`config.mk`:
```
export PLATFORM = sky130hd
export DESIGN_NAME = regs_flat
export DESIGN_NICKNAME = d
export VERILOG_FILES = /design/src/rtl/mult_pkg.sv /design/src/rtl/regs_if.sv /design/src/rtl/regs.sv /design/src/flat_wrapper.sv
export SDC_FILE = /design/constraint.sdc
export NUM_CORES = 1
export LEC_CHECK = 0
export CAP_MARGIN = 5
export CORE_UTILIZATION = 25
export DETAILED_ROUTE_END_ITERATION = 12
export SLEW_MARGIN = 20
export SYNTH_ARGS = -nofsm -noshare
export SYNTH_HDL_FRONTEND = slang
export SYNTH_SLANG_ARGS = --single-unit
```
`constraint.sdc`:
```
create_clock -name clk -period 1.2 [get_ports clk]
set_input_delay 0.24 -clock clk [delete_from_list [all_inputs] [get_ports clk]]
set_output_delay 0.24 -clock clk [all_outputs]
set_load 0.03 [all_outputs]
```
`src/rtl/mult_pkg.sv`:
```
// Shared sizing for the shift-and-add multiplier datapath.
package mult_pkg;
    localparam int WIDTH = 4;
    localparam int REG_W = 2 * WIDTH + 1;
endpackage

```
`src/rtl/regs_if.sv`:
```
// Controller <-> register bank signals of the shift-and-add multiplier.
interface regs_if;
    import mult_pkg::*;

    logic             ADD;
    logic             SHIFT;
    logic [WIDTH-1:0] sum;
    logic             carry;
    logic [WIDTH-1:0] multiplier;
    logic [REG_W-1:0] register;

    // Controller/adder side drives the commands and adder result.
    modport master (
        output ADD, SHIFT, sum, carry, multiplier,
        input  register
    );

    // Register bank side.
    modport slave (
        input  ADD, SHIFT, sum, carry, multiplier,
        output register
    );
endinterface

```
`src/rtl/regs.sv`:
```
// Register bank {carry, accumulator, multiplier} of the shift-and-add multiplier.
module regs
    import mult_pkg::*;
(
    input  logic  clk,
    input  logic  reset,
    regs_if.slave bus
);

    logic [REG_W-1:0] register_q;
    logic [REG_W-1:0] register_d;

    // Next state: ADD beats SHIFT; neither means hold.
    always_comb begin
        register_d = register_q;
        if (bus.ADD) begin
            register_d = {bus.carry, bus.sum, register_q[WIDTH-1:0]};
        end else if (bus.SHIFT) begin
            register_d = {1'b0, register_q[REG_W-1:1]};
        end
    end

    // State register; reset reloads the multiplier and clears carry/accumulator.
    always_ff @(posedge clk) begin
        if (reset) begin
            register_q <= {{(WIDTH + 1){1'b0}}, bus.multiplier};
        end else begin
            register_q <= register_d;
        end
    end

    assign bus.register = register_q;

endmodule

```
`src/flat_wrapper.sv`:
```
// flat-port wrapper written by rule: the top's interface ports become plain ports
module regs_flat import mult_pkg::*;
  (clk, reset, bus_ADD, bus_SHIFT, bus_sum, bus_carry, bus_multiplier, bus_register);
  regs_if bus_i ();
  input  logic clk;
  input  logic reset;
  input wire logic [$bits(bus_i.ADD)-1:0] bus_ADD;
  input wire logic [$bits(bus_i.SHIFT)-1:0] bus_SHIFT;
  input wire logic [$bits(bus_i.sum)-1:0] bus_sum;
  input wire logic [$bits(bus_i.carry)-1:0] bus_carry;
  input wire logic [$bits(bus_i.multiplier)-1:0] bus_multiplier;
  output wire logic [$bits(bus_i.register)-1:0] bus_register;
  assign bus_i.ADD = bus_ADD;
  assign bus_i.SHIFT = bus_SHIFT;
  assign bus_i.sum = bus_sum;
  assign bus_i.carry = bus_carry;
  assign bus_i.multiplier = bus_multiplier;
  assign bus_register = bus_i.register;
  regs u_core (.clk(clk), .reset(reset), .bus(bus_i));
endmodule
```
==> flow_metrics.py <==
metrics = {
    "global_route": {
        "largest_net_degree_at_the_start_of_global_routing": 8,
        "grt_first_pass_wirelength_microns": 1476,
        "initial_antenna_violation_count": 0,
        "first_global_vias": 355,
        "grtUsageTotal": 0.1106,
        "final_global_route_overflow_total": 0,
    },
    "die": {
        "effective_utilization_at_floorplan": 0.2786,
        "fp.coreArea_sq_um": 1577,
        "floorplan.die_area_sq_um": 1928,
        "num_io_pins": 22,
        "die-width_microns": 43.91,
        "core.rowCount": 14,
        "die_height_microns": 43.91,
    },
    "detailed_routing": {
        "drtPass1Iterations": 5,
        "vias_per_cell": 4.458,
        "drt_antenna_net_count": 0,
        "detailroute.via_count": 370,
        "detail_route.wl_per_cell_microns": 10.92,
        "detail_route.iter0.violations": 4,
        "drc_violations": 0,
        "wirelength_microns": 906,
    },
    "yosys": {
        "post_synth_instance_area_sq_um": 439.2,
        "ys_ff_latch": 9,
        "number_of_different_library_cells_in_the_post_synthesis_netlist": 16,
        "yosysTopAreaCell": "edfxtp_1",
        "syn_inst": 38,
        "synthDominantCellAreaShare": 0.2735,
        "average_cell_area_after_synthesis_sq_um": 11.56,
        "syn_nets": 51,
        "yosys_warnings": 0,
        "synth.top_cells.by_area": "edfxtp_1 27%, dfxtp_1 23%, mux2i_1 9.1%",
        "yosysSeqAreaShare": 0.5014,
    },
    "sta": {
        "max_slew.worst_pin.slew_ns": 0.2427,
        "final_hold_viol_count": 0,
        "slew_headroom": 0.8379,
        "fmax_mhz": 928.7,
        "final.period_utilization": 0.8973,
        "final_max_slew_viols": 0,
        "finalCriticalPeriod_ns": 1.077,
        "skew_ns": 0.002202,
        "finalSetupViolCount": 0,
        "grt_setup_unrepaired": "false",
    },
    "final_layout": {
        "layout.cells.most_common_list": "16 x buf_4, 11 x clkdlybuf4s50_1, 5 x dfxtp_1",
        "area_growth_pct": 59.54,
        "fillers": 157,
        "antennaDiodeCount": 0,
        "num-nets-final": 81,
        "largest_register_ff_count": 9,
        "drive_gt1_frac": 0.3731,
        "fin_util": 0.4444,
        "most_common_cell_after_layout_fill_and_taps_aside": "buf_4",
        "stdcell_area_sq_um": 700.7,
        "stdcell_count": 83,
    },
    "outcome": {
        "run_status": "complete, no violations",
    },
    "clocking": {
        "cts_post_setup_buffers_inserted": 0,
        "cts-hold-fix-buffers": 0,
        "h-tree-depth": 1,
        "cts_root_buffer": "clkbuf_4",
        "clk_pin_slew_ns": 0.06,
        "clock_sink_count": 9,
        "clkLatencyLatePin_ns": 0.25,
        "number_of_cells_upsized_or_downsized_after_cts": 0,
        "cts_inserted_buffers": 3,
        "tritoncts": "built",
        "clockBufferDepth": 2,
    },
    "setup_path": {
        "timing.critical_path.to_type": "primary output",
        "critical_path.max_fanout": 2,
        "cp_slowest_stage_delay_ns": 0.40,
        "worst_ep_required_time_ns": 0.96,
        "cp_cell_sequence": "buf_4",
        "worst_path_dominant_cell_family": "flip-flops",
        "worstSetupStartpointType": "flop",
        "crit_slowest_cell": "edfxtp_1",
        "crit_arrival_ns": 0.84,
        "critical_path_buf_inv_count": 1,
        "critical_path_class": "reg2out",
    },
    "place": {
        "place.detailed.hpwl_microns": 704.6,
        "gp_routability_congestion": 0.6885,
        "placedCellCount": 79,
        "placed_area_sq_um": 671.9,
        "port_buffers": 21,
    },
    "flow_run": {
        "max_cap_violation_count": 0,
    },
    "worst_hold_path": {
        "min-delay-path-class": "in2reg",
    },
    "power": {
        "power.total_mw": 0.7895,
        "power_density_nw_per_um2": 1127,
        "power.static_leakage_nw": 0.3108,
        "power.ir.vdd_worst_v": 0.0004687,
    },
}
cells in the mapped netlist (all sizes together):
| library cell | number |
|---|---|
| mux2i | 4 |
| o21ai | 2 |
| or3b | 1 |
| inv | 1 |
| nor2b | 4 |
| a21o | 1 |
| dfxtp | 5 |
| a22o | 2 |
| a21oi | 1 |
| a211oi | 4 |
| nand2b | 2 |
| buf | 3 |
| edfxtp | 4 |
| nand2 | 3 |
| nor2 | 1 |
cell families (layout without fill, tap and decap cells):
family,count (synthesis),after routing,share of synthesized area
and+or+nand+nor,11,11,0.1681
AOI/OAI and AO/OA,10,10,0.1681
buffers and inverters,4,33,0.07120
muxes,4,4,0.09117
DFF,9,9,0.5014
routing by layer:
layer | up-vias | GRT usage | routed length (microns)
met4 | 0 | 0.07273 | 0
met2 | 16 | 0.1522 | 380
li1 | 194 | - | -
met5 | - | 0 | 0
met3 | 0 | 0.05417 | 79
met1 | 160 | 0.1355 | 447
worst paths after layout:
path / from / end / slack (ns) / cells after the start
setup / recovery: u_core.bus.register[2] / bus_register[2] / 0.12 / 1
hold / removal: bus_ADD / u_core.bus.register[8] / 0.46 / 3
setup reg to reg: u_core.bus.register[8] / u_core.bus.register[8] / 0.27 / 2
hold reg to reg: u_core.bus.register[3] / u_core.bus.register[2] / 0.57 / 1
layout make-up:
class,count,area [sq um],area share
Multi-Input combinational cell,25,187.7,0.2679
Tap cell,16,20.02,0.02857
Inverter,1,3.754,0.005357
Sequential cell,9,220.2,0.3143
Timing Repair Buffer,28,242.7,0.3464
Clock buffer,4,26.28,0.03750
report_power, final:
part | switching [mW] | internal (mW) | leakage [nW] | total (mW)
registers | 0.0139 | 0.347 | 0.0831 | 0.361
logic | 0.0949 | 0.103 | 0.213 | 0.198
clock network | 0.103 | 0.128 | 0.0150 | 0.231
through the flow:
| step | hold WS (ns) | setup WS [ns] | TNS (ns) |
|---|---|---|---|
| after floorplan | 0.3909 | 0.1076 | 0 |
| after global placement | 0.5539 | -0.1922 | -2.013 |
| after global routing | 0.5090 | 0.07895 | 0 |
| after detailed placement | 0.5527 | -0.2277 | -2.384 |
| final | 0.4625 | 0.1232 | 0 |
| after CTS | 0.5454 | 0.05712 | 0 |
Note: power is estimated with default switching activity, not from simulation.
